==> src/rtl/pipeline_ctrl.sv <==
// pipeline_ctrl: sequencing controller for the five-stage core.
//   Merges per-stage stall requests into a per-stage freeze vector.
//   Registers taken branches resolved in ID and issues a one-shot PC redirect
//   with an IF squash, tracking the MIPS delay slot.
//   Exception/ERET flushes override everything.
//
// Ports:
//   clk, rst           core clock (rising edge), asynchronous active-high reset
//   branch_flag/addr   taken branch/jump from ID and its target
//   stall_req_*        stall requests from IF, ID (load-use), EX (multi-cycle), MEM
//   exc_req, eret_req  exception / ERET committed in MEM; epc valid with eret_req
//   stall[5:0]         freeze enables: [0]=PC [1]=IF/ID [2]=ID/EX [3]=EX/MEM [4]=MEM/WB [5]=0
//   flush              clear all pipeline registers this edge
//   flush_if           clear IF/ID this edge (wrong-path squash)
//   redirect_en/addr   PC loads redirect_addr this edge (addr is 0 when not enabled)
//   in_delay_slot      instruction now in ID is a branch delay slot
//
// Redirect handshake: redirect_en is a valid that stays high with a constant
// redirect_addr until it is consumed. In BR_PEND the consuming edge is the
// first one with stall[0]=0. In EXC_FLUSH the request always lasts exactly one cycle.
module pipeline_ctrl #(
  parameter int              ADDR_W     = 32,
  parameter logic [ADDR_W-1:0] EXC_VECTOR = 32'hBFC00380
) (
  input  logic              clk,
  input  logic              rst,
  input  logic              branch_flag,
  input  logic [ADDR_W-1:0] branch_addr,
  input  logic              stall_req_if,
  input  logic              stall_req_id,
  input  logic              stall_req_ex,
  input  logic              stall_req_mem,
  input  logic              exc_req,
  input  logic              eret_req,
  input  logic [ADDR_W-1:0] epc,
  output logic [5:0]        stall,
  output logic              flush,
  output logic              flush_if,
  output logic              redirect_en,
  output logic [ADDR_W-1:0] redirect_addr,
  output logic              in_delay_slot
);

  typedef enum logic [1:0] {
    RUN       = 2'd0,
    BR_PEND   = 2'd1,
    EXC_FLUSH = 2'd2
  } state_t;

  state_t            state_q, state_d;
  logic [ADDR_W-1:0] target_q, target_d;
  logic              ds_q, ds_d;
  logic [5:0]        stall_raw;

  // The deepest stalled stage freezes itself and everything upstream of it.
  always_comb begin
    stall_raw = 6'b000000;
    if (stall_req_mem)     stall_raw = 6'b011111;
    else if (stall_req_ex) stall_raw = 6'b001111;
    else if (stall_req_id) stall_raw = 6'b000111;
    else if (stall_req_if) stall_raw = 6'b000011;
  end

  // Outputs depend only on the state and the current stall requests.
  always_comb begin
    stall         = stall_raw;
    flush         = 1'b0;
    flush_if      = 1'b0;
    redirect_en   = 1'b0;
    redirect_addr = '0;
    unique case (state_q)
      RUN: ;
      BR_PEND: begin
        redirect_en   = 1'b1;
        redirect_addr = target_q;
        // Squash the branch+8 fetch only on the edge that takes the redirect.
        flush_if      = ~stall_raw[0];
      end
      EXC_FLUSH: begin
        stall         = 6'b000000;
        flush         = 1'b1;
        flush_if      = 1'b1;
        redirect_en   = 1'b1;
        redirect_addr = target_q;
      end
      default: ;
    endcase
  end

  assign in_delay_slot = ds_q;

  // Next-state. A single target register serves both branch and exception
  // redirects, because an exception discards any pending branch.
  always_comb begin
    state_d  = state_q;
    target_d = target_q;
    ds_d     = ds_q;
    if (!stall[2]) ds_d = 1'b0;
    if (exc_req || eret_req) begin
      state_d  = EXC_FLUSH;
      target_d = exc_req ? EXC_VECTOR : epc;
      ds_d     = 1'b0;
    end else begin
      unique case (state_q)
        RUN: begin
          // While ID/EX is frozen, ID holds the branch and presents it again later.
          if (branch_flag && !stall[2]) begin
            state_d  = BR_PEND;
            target_d = branch_addr;
            ds_d     = 1'b1;
          end
        end
        BR_PEND: begin
          // branch_flag is ignored here, so a branch in the delay slot is dropped.
          if (!stall[0]) state_d = RUN;
        end
        EXC_FLUSH: state_d = RUN;
        default:   state_d = RUN;
      endcase
    end
  end

  always_ff @(posedge clk or posedge rst) begin
    if (rst) begin
      state_q  <= RUN;
      target_q <= '0;
      ds_q     <= 1'b0;
    end else begin
      state_q  <= state_d;
      target_q <= target_d;
      ds_q     <= ds_d;
    end
  end

endmodule

==> config.mk <==
export PLATFORM = sky130hd
export DESIGN_NAME = pipeline_ctrl
export DESIGN_NICKNAME = d
export VERILOG_FILES = /design/src/rtl/pipeline_ctrl.sv
export SDC_FILE = /design/constraint.sdc
export NUM_CORES = 1
export LEC_CHECK = 0
export CORE_ASPECT_RATIO = 0.7
export CORE_UTILIZATION = 40
export DETAILED_ROUTE_END_ITERATION = 8
export DONT_BUFFER_PORTS = 1
export HOLD_SLACK_MARGIN = 0.1
export SLEW_MARGIN = 20
export SYNTH_ARGS = -nofsm -noshare
export SYNTH_HDL_FRONTEND = slang
export SYNTH_SLANG_ARGS = --single-unit
==> constraint.sdc <==
create_clock -name clk -period 2.08 [get_ports clk]
set_input_delay 0.416 -clock clk [delete_from_list [all_inputs] [get_ports clk]]
set_output_delay 0.416 -clock clk [all_outputs]
set_load 0.1 [all_outputs]
* Word-level counts from Yosys, hierarchy flattened *
Cells that the tools add are included.
Widths: inputs -> output; s select.

storage, ports and cells
  bits of input ports = 73
  bits in registers = 35
  logic and storage cells = 38
  output and inout bits = 42

cells by class
  mux-type cells = 21
  equality and inequality tests = 4
  bitwise operators = 1
  reduce and logical (&&, ||, !) cells = 9

operators with widths
  cell                number
  $mux 32             5
  $mux 2              4
  $mux 1              6
  $mux 6              1
  $ne 3x3->1 const B  2
  $mux 5              1
  $mux 4              1
  $pmux 2 s2          1
  $reduce_and 2->1    2
  $reduce_bool 2->1   2
  $mux 3              1
  $eq 2x1->1 const B  1
  $eq 2x2->1 const B  1
  $logic_not 2->1     1
  $pmux 1 s2          1
  $reduce_or 2->1     1
  $logic_and 1x1->1   1
  $logic_not 1->1     1
  $logic_or 1x1->1    1
  $not 1->1           1

* Logic depth before layout (Yosys ltp) *
Gate-level depths: netlist of the first run.

  depth after elaboration = 10
  mapped depth = 6
  gate-level depth less buffers = 5

* Worst setup path after synthesis of the first run *
No wires, ideal clock.

  kind = register -> output
  start point = reg state_q[0]
  end point = out flush_if
  stages on the path, launching flop included = 7
  buffers on the path = 2
  arrival time = 3.799 ns
  required time = 1.664 ns
  slack = -2.135 ns
  cell sequence = dfrtp_1 -> inv_1 -> ha_1 -> clkbuf_1 -> clkbuf_1 -> nor2_1 -> nor2_1

between the ends
  cells in the longest elaborated chain, start to end = 2
  elaborated cells between the ends (all ways) = 3
  those cells by class = eq/ne: 2; mux: 1

ends and longest elaborated chain
  element                                          RTL line  RTL
  from (decl)                                      50        state_t state_q, state_d;
  from (signal assigned)                           129       state_q <= state_d;
  $eq 2x2->1 / $eq 2x1->1 (equally long branches)  71        unique case (state_q)
  $pmux 1 s2 *                                     71
  to (decl)                                        38        output logic flush_if,

Every way passes the cells marked *; elsewhere a longest branch is shown, timed or not.

* Worst setup path after layout of the first run *
  start point = reg state_q[0]
  end point = out redirect_addr[0]

between the ends
  cells in the longest elaborated chain, start to end = 3
  elaborated cells between the ends (all ways) = 4
  those cells by class = eq/ne: 2; mux: 1; reduce/logical: 1

ends and longest elaborated chain
  element                                          RTL line  RTL
  $eq 2x1->1 / $eq 2x2->1 (equally long branches)  71
  $reduce_or 2->1 (no source line) *               -
  $mux 32 *                                        71
  to (decl)                                        40        output logic [ADDR_W-1:0] redirect_addr,

Marks and branches as above.

==> metrics.yaml, run 1 <==
antenna_found_initial: 0
drtIter0Drc: 110
timing.rr.end: "target_q[22]"
synth_fa_ha_area_share_pct: 1.58
place_area_sq_um: 2870
final_cell_mix: "dfrtp_1, inv_1, nor2_1, and2_4"
powerDensity_nw_per_um2: 737
cp.required_ns: 1.66
report.final.slew_viol_count: 0
max_freq_mhz: 496
synth_compound_area_share_pct: 32.5
rr_startpoint: "state_q[0]"
yosys_warnings: 0
wl_per_cell_um: 19.1
slowest_delay_ns: 0.39
grt_start_max_net_pins: 76
fin_area_sq_um: 2960
ys_ff_latch: 35
p_leak_uw: 0.00124
gp_congestion: 0.795
synth.avg_cell_area_sq_um: 8.76
hp-class: "in2async"
vias: 2112
worstSkewPairLatency_ns: 0.28
synth.mux.area_fraction_pct: 0
worst_slew_pin_slew_ns: 0.575
reg2reg_depth: 6
fin_crit_sh_pct: 96.9
die-area_sq_um: 6270
die_h_um: 66.6
yosysUniqueCellTypes: 33
cts_buffers: 5
synth_top_family_by_area: "compound AO/OA/AOI/OAI gates"
drc: 0
drive_gt1_share_pct: 32.6
routed_via_density: 6.02
grt_pass1_wl_um: 10500
status: "complete, no violations"
grt.overflow.total: 0
io_pins: 115
synth_area_sq_um: 2380
worstSetupStartpointType: "flop"
start_util_pct: 41.6
ant_nets: 0
rows: 23
antenna_cells: 0
clk_pin_slew_ns: 0.07
hpwl_um: 4250
hold_buffers: 0
setup_viol: 0
irDropWorstVdd_mv: 0.312
nNetsFinal: 351
maxCapViolCount: 0
path_buf_inv: 3
cts-htree-levels: 2
ctsRootBufferMaster: "clkbuf_8"
area_growth_pct: 24.2
cts_buffer_depth: 2
rsz0062_at_grt: "no"
critical_path.endpoint_type: "output pin"
ys_seq_area_share_pct: 36.8
cp_common_cell: "buf_12"
crit_type: "reg2out"
critPathSlowestCell: "dfrtp_1"
min_period_ns: 2.02
clock-skew-final_ns: 0.00328
r2r_slack_ns: 0.31
core_area_sq_um: 5730
postLayoutCoreUtil_pct: 51.7
cp_max_fo: 33
final_common_cell: "dfrtp_1"
track_usage_pct: 22.0
final_cells: 351
grt_pass1_vias: 1920
synth_nets: 348
cts_tree: "done"
relSlewSlack_pct: 61.7
cp.arrival_ns: 1.60
yosys.area_share.simple_pct: 19.2
crit_chain: "inv_2 > ha_4 > buf_12 > and2_2 > buf_12"
synth_xor_area_share_pct: 0
tns_ns: 0
postRouteWirelength_um: 6710
syn_inst: 272
cpLargestDelayFamily: "buffers and inverters"
dp_cells: 342
die_w_um: 94.2
firstDrtPassIters: 4
cts.sink_count: 35
io_buffers: 0
final_hold_viol_count: 0
[area by class of cell]
cell class | count | area [sq um]
clock buffers | 7 | 76.3
clock inverters | 1 | 5.00
fillers | 532 | 2770
inverters | 24 | 90.1
multi-input cells | 180 | 1400
flip-flops and latches | 35 | 876
well taps | 75 | 93.8
repair buffers | 29 | 418
[report_power, final]
part | total (uW) | internal [uW] | switching (uW)
Sequential | 751 | 726 | 24.9
Combinational | 951 | 264 | 687
Clock | 480 | 235 | 244
Total | 2180 | 1230 | 957
[flip-flops by register name (all words and copies together) (netlist names)]
name	flops
state_q	2
target_q	32
in_delay_slot	1
[how the worst max path moves through the flow]
stage	from	end	slack [ns]	cells after the start
6_report	state_q[0]	redirect_addr[0]	0.06	5
5_1_grt	state_q[0]	redirect_addr[0]	0.005	5
4_1_cts	state_q[0]	redirect_addr[0]	0.06	5
3_5_place_dp	state_q[1]	target_q[31]	0.26	6
3_3_place_gp	stall_req_mem	target_q[22]	0.28	4
2_1_floorplan	state_q[1]	stall[1]	-0.20	5
[cell families after synthesis]
kind of cell | after synthesis
adder cells (fa/ha/maj) | 3
AO/OA/AOI/OAI | 92
flip-flops | 35
AND/OR/NAND/NOR | 84
buffers and inverters | 57
other | 1
[stage by stage]
| stage | power, uW | hold slack [ns] | setup slack, ns |
|---|---|---|---|
| after floorplan | 1560 | 0.500 | -0.203 |
| after global placement | 1710 | 0.447 | 0.280 |
| after detailed placement | 1720 | 0.451 | 0.258 |
| after CTS | 2200 | 0.150 | 0.0632 |
| after global routing | 2270 | 0.173 | 0.00463 |
| final | 2180 | 0.131 | 0.0649 |
[cells in the mapped netlist (all sizes together)]
library cell / count / area, sq um
conb: 1 / 3.75
o221a: 11 / 124
nor4: 1 / 6.26
ha: 3 / 37.5
and4: 1 / 8.76
a21oi: 22 / 114
a211oi: 1 / 7.51
nand2: 2 / 7.51
clkbuf: 25 / 93.8
a311o: 1 / 10.0
nor3b: 1 / 7.51
buf: 8 / 50.0
or2: 2 / 12.5
nor2: 26 / 97.6
a32oi: 1 / 8.76
nand2b: 1 / 6.26
nand3: 1 / 5.00
and2: 33 / 206
a2111o: 12 / 135
nor2b: 1 / 6.26
dfrtp: 35 / 876
o21ai: 3 / 15.0
nor3: 2 / 10.0
o311a: 21 / 210
or4: 1 / 7.51
o211ai: 20 / 150
or3: 12 / 75.1
inv: 24 / 90.1
[layer usage]
metal,vias to the layer above,track usage (%),share of wire (%)
li1,1003,-,-
met1,1034,33.3,50
met2,73,30.7,43
met3,2,5.37,6.7
met4,0,5.00,0.34
met5,-,0,0
[repair_timing]
action | CTS | global route
resized for setup | 0 | 0
setup endpoints to repair | 32 | 0
setup buffers | 1 | 0
Note: power is estimated with default switching activity, not from simulation.
==> inputs of run 2 (changes only) <==
--- a/config.mk
+++ b/config.mk
@@ -11,4 +11,5 @@
 export DONT_BUFFER_PORTS = 1
 export HOLD_SLACK_MARGIN = 0.1
+export MAX_ROUTING_LAYER = met4
 export SLEW_MARGIN = 20
 export SYNTH_ARGS = -nofsm -noshare
==> constraint.sdc (replaced) <==
create_clock -name clk -period 2.2 [get_ports clk]
set_input_delay 0.33 -clock clk [delete_from_list [all_inputs] [get_ports clk]]
set_output_delay 0.33 -clock clk [all_outputs]
set_load 0.1 [all_outputs]
==> run 2 against run 1 <==
Against the previous run: wire length increased by 1.4%; sequential cell count unchanged; hold slack improved by 0.066 ns; non-clock buffer count increased by 22; combinational power increased by 7%; sequential power decreased by 5.7%; first-iteration DRC count increased by 15%; critical endpoint is now redirect_addr[12]; final cell count increased by 6.3%; largest cell class unchanged; core utilization increased by 6.7 points; die area unchanged; clock power increased by 7.3%.
==> metrics.yaml, run 2 (same netlist as run 1, synthesis figures left out) <==
die_h_um: 66.6  # unchanged
critical_path.endpoint_type: "output pin"
cts_tree: "done"
dp_slack_ns: 0.335  # +0.0776 ns
vias: 2158  # +2.2%
drive_gt1_share_pct: 36.6  # +4.0 points
relSlewSlack_pct: 64.2  # +2.6 points
drc: 0  # unchanged
track_usage_pct: 23.0  # +1.1 points
wl_per_cell_um: 18.2  # -4.6%
worst_slew_pin_slew_ns: 0.536  # -0.0387 ns
nFillCells: 508  # -4.5%
start_util_pct: 41.6  # unchanged
fin_crit_sh_pct: 94.4
hpwl_um: 4510  # +6.2%
final_hold_viol_count: 0  # unchanged
finalWorstSetupSlack_ns: 0.123  # +0.0576 ns
area_growth_pct: 40.3
grt_pass1_vias: 2131  # +11%
grt_pass1_wl_um: 10700  # +2.1%
worstSetupStartpointType: "flop"
ctsRootBufferMaster: "clkbuf_8"
cp.arrival_ns: 1.75  # +0.15 ns
largest_reg_flops: 32  # unchanged
setup_viol: 0  # unchanged
min_period_ns: 2.08
hp-class: "in2reg"
clk_pin_slew_ns: 0.07  # about the same
final_cell_mix: "dfrtp_1, buf_12, and2_2"
cts_buffer_depth: 2  # unchanged
final_cells: 373  # +6.3%
worstSkewPairLatency_ns: 0.28  # about the same
powerDensity_nw_per_um2: 671  # -8.9%
firstDrtPassIters: 5  # +1
multi_input_area_sq_um: 1370  # -2.2%
rows: 23  # unchanged
maxCapViolCount: 0  # unchanged
nNetsFinal: 373  # +6.3%
area.sequential_sq_um: 876  # unchanged
regMostFlops: "target_q"
io_buffers: 0  # unchanged
p_leak_uw: 0.00140  # +13%
postRouteWirelength_um: 6800  # +1.4%
cts.sink_count: 35  # unchanged
core_area_sq_um: 5730  # unchanged
io_pins: 115  # unchanged
ant_nets: 0  # unchanged
clock-skew-final_ns: 0.00453  # +0.00124 ns
cp_max_fo: 11  # -67%
antenna_cells: 0  # unchanged
max_freq_mhz: 481
drtIter0Drc: 127  # +15%
cts-htree-levels: 2  # unchanged
rsz0062_at_grt: "no"
die-area_sq_um: 6270  # unchanged
crit_type: "reg2out"
dp_cells: 363  # +6.1%
report.final.slew_viol_count: 0  # unchanged
antenna_found_initial: 0  # unchanged
final_common_cell: "dfrtp_1"
grt_start_max_net_pins: 76  # unchanged
routed_via_density: 5.79  # -3.8%
cts_buffers: 5  # unchanged
cp.required_ns: 1.87  # +0.21 ns
status: "complete, no violations"
die_w_um: 94.2  # unchanged
gp_congestion: 0.768  # -3.5%
irDropWorstVdd_mv: 0.358  # +15%
grt.overflow.total: 0  # unchanged
[run 2: critical path: stages, from the launching register on]
cell and delay, ns:
dfrtp_1 0.42, inv_1 0.12, ha_4 0.35, clkbuf_4 0.21, and2_2 0.19, buf_12 0.17
[run 2: routing by layer]
metal | vias up | wire length (um) | GRT usage [%]
met5 | - | 0 | -
met4 | 0 | 51 | 7.50
met3 | 4 | 493 | 4.68
met2 | 85 | 2930 | 32.9
met1 | 1018 | 3330 | 32.5
li1 | 1051 | - | -
[run 2: repair_timing]
action | 4_1_cts | 5_1_grt
buffers inserted | 0 | 1
hold endpoints to repair | 35 | 0
resized for setup | 0 | 1
hold buffers | 1 | 0
endpoints found under the setup margin | 0 | 14
[run 2: path summary, 6_finish.rpt]
path | slack (ns) | depth (start not counted) | from | to
hold reg to reg | 0.53 | 1 | target_q[4] | target_q[4]
max in group asynchronous | 1.27 | 3 | rst | target_q[18]
hold / removal | 0.20 | 2 | exc_req | target_q[3]
setup reg to reg | 0.38 | 6 | state_q[0] | target_q[22]
min in group asynchronous | 0.60 | 3 | rst | target_q[25]
setup / recovery | 0.12 | 5 | state_q[1] | redirect_addr[12]
[run 2: layout make-up]
| class | count | share of cell area, % |
|---|---|---|
| multi-input combinational | 180 | 40.9 |
| sequential | 35 | 26.2 |
| timing repair buffer | 51 | 24.4 |
| clock buffer | 8 | 2.99 |
| tap | 75 | 2.81 |
| inverter | 24 | 2.69 |
[run 2: stage by stage]
step	power [uW]	hold slack, ns	utilization [%]	TNS, ns	cell area, sq um
final	2240	0.197	58.4	0	3340
after global routing	2340	0.188	58.4	0	3340
after CTS	2260	0.185	58.2	0	3330
after detailed placement	1740	0.355	56.3	0	3220
after global placement	1730	0.372	56.3	0	3220
after floorplan	1450	0.484	-	-0.00764	2490
[run 2: where the power goes]
group          internal [uW]  switching (uW)
combinational            348             673
clock                    286             229
sequential               686            21.6
total                   1320             924
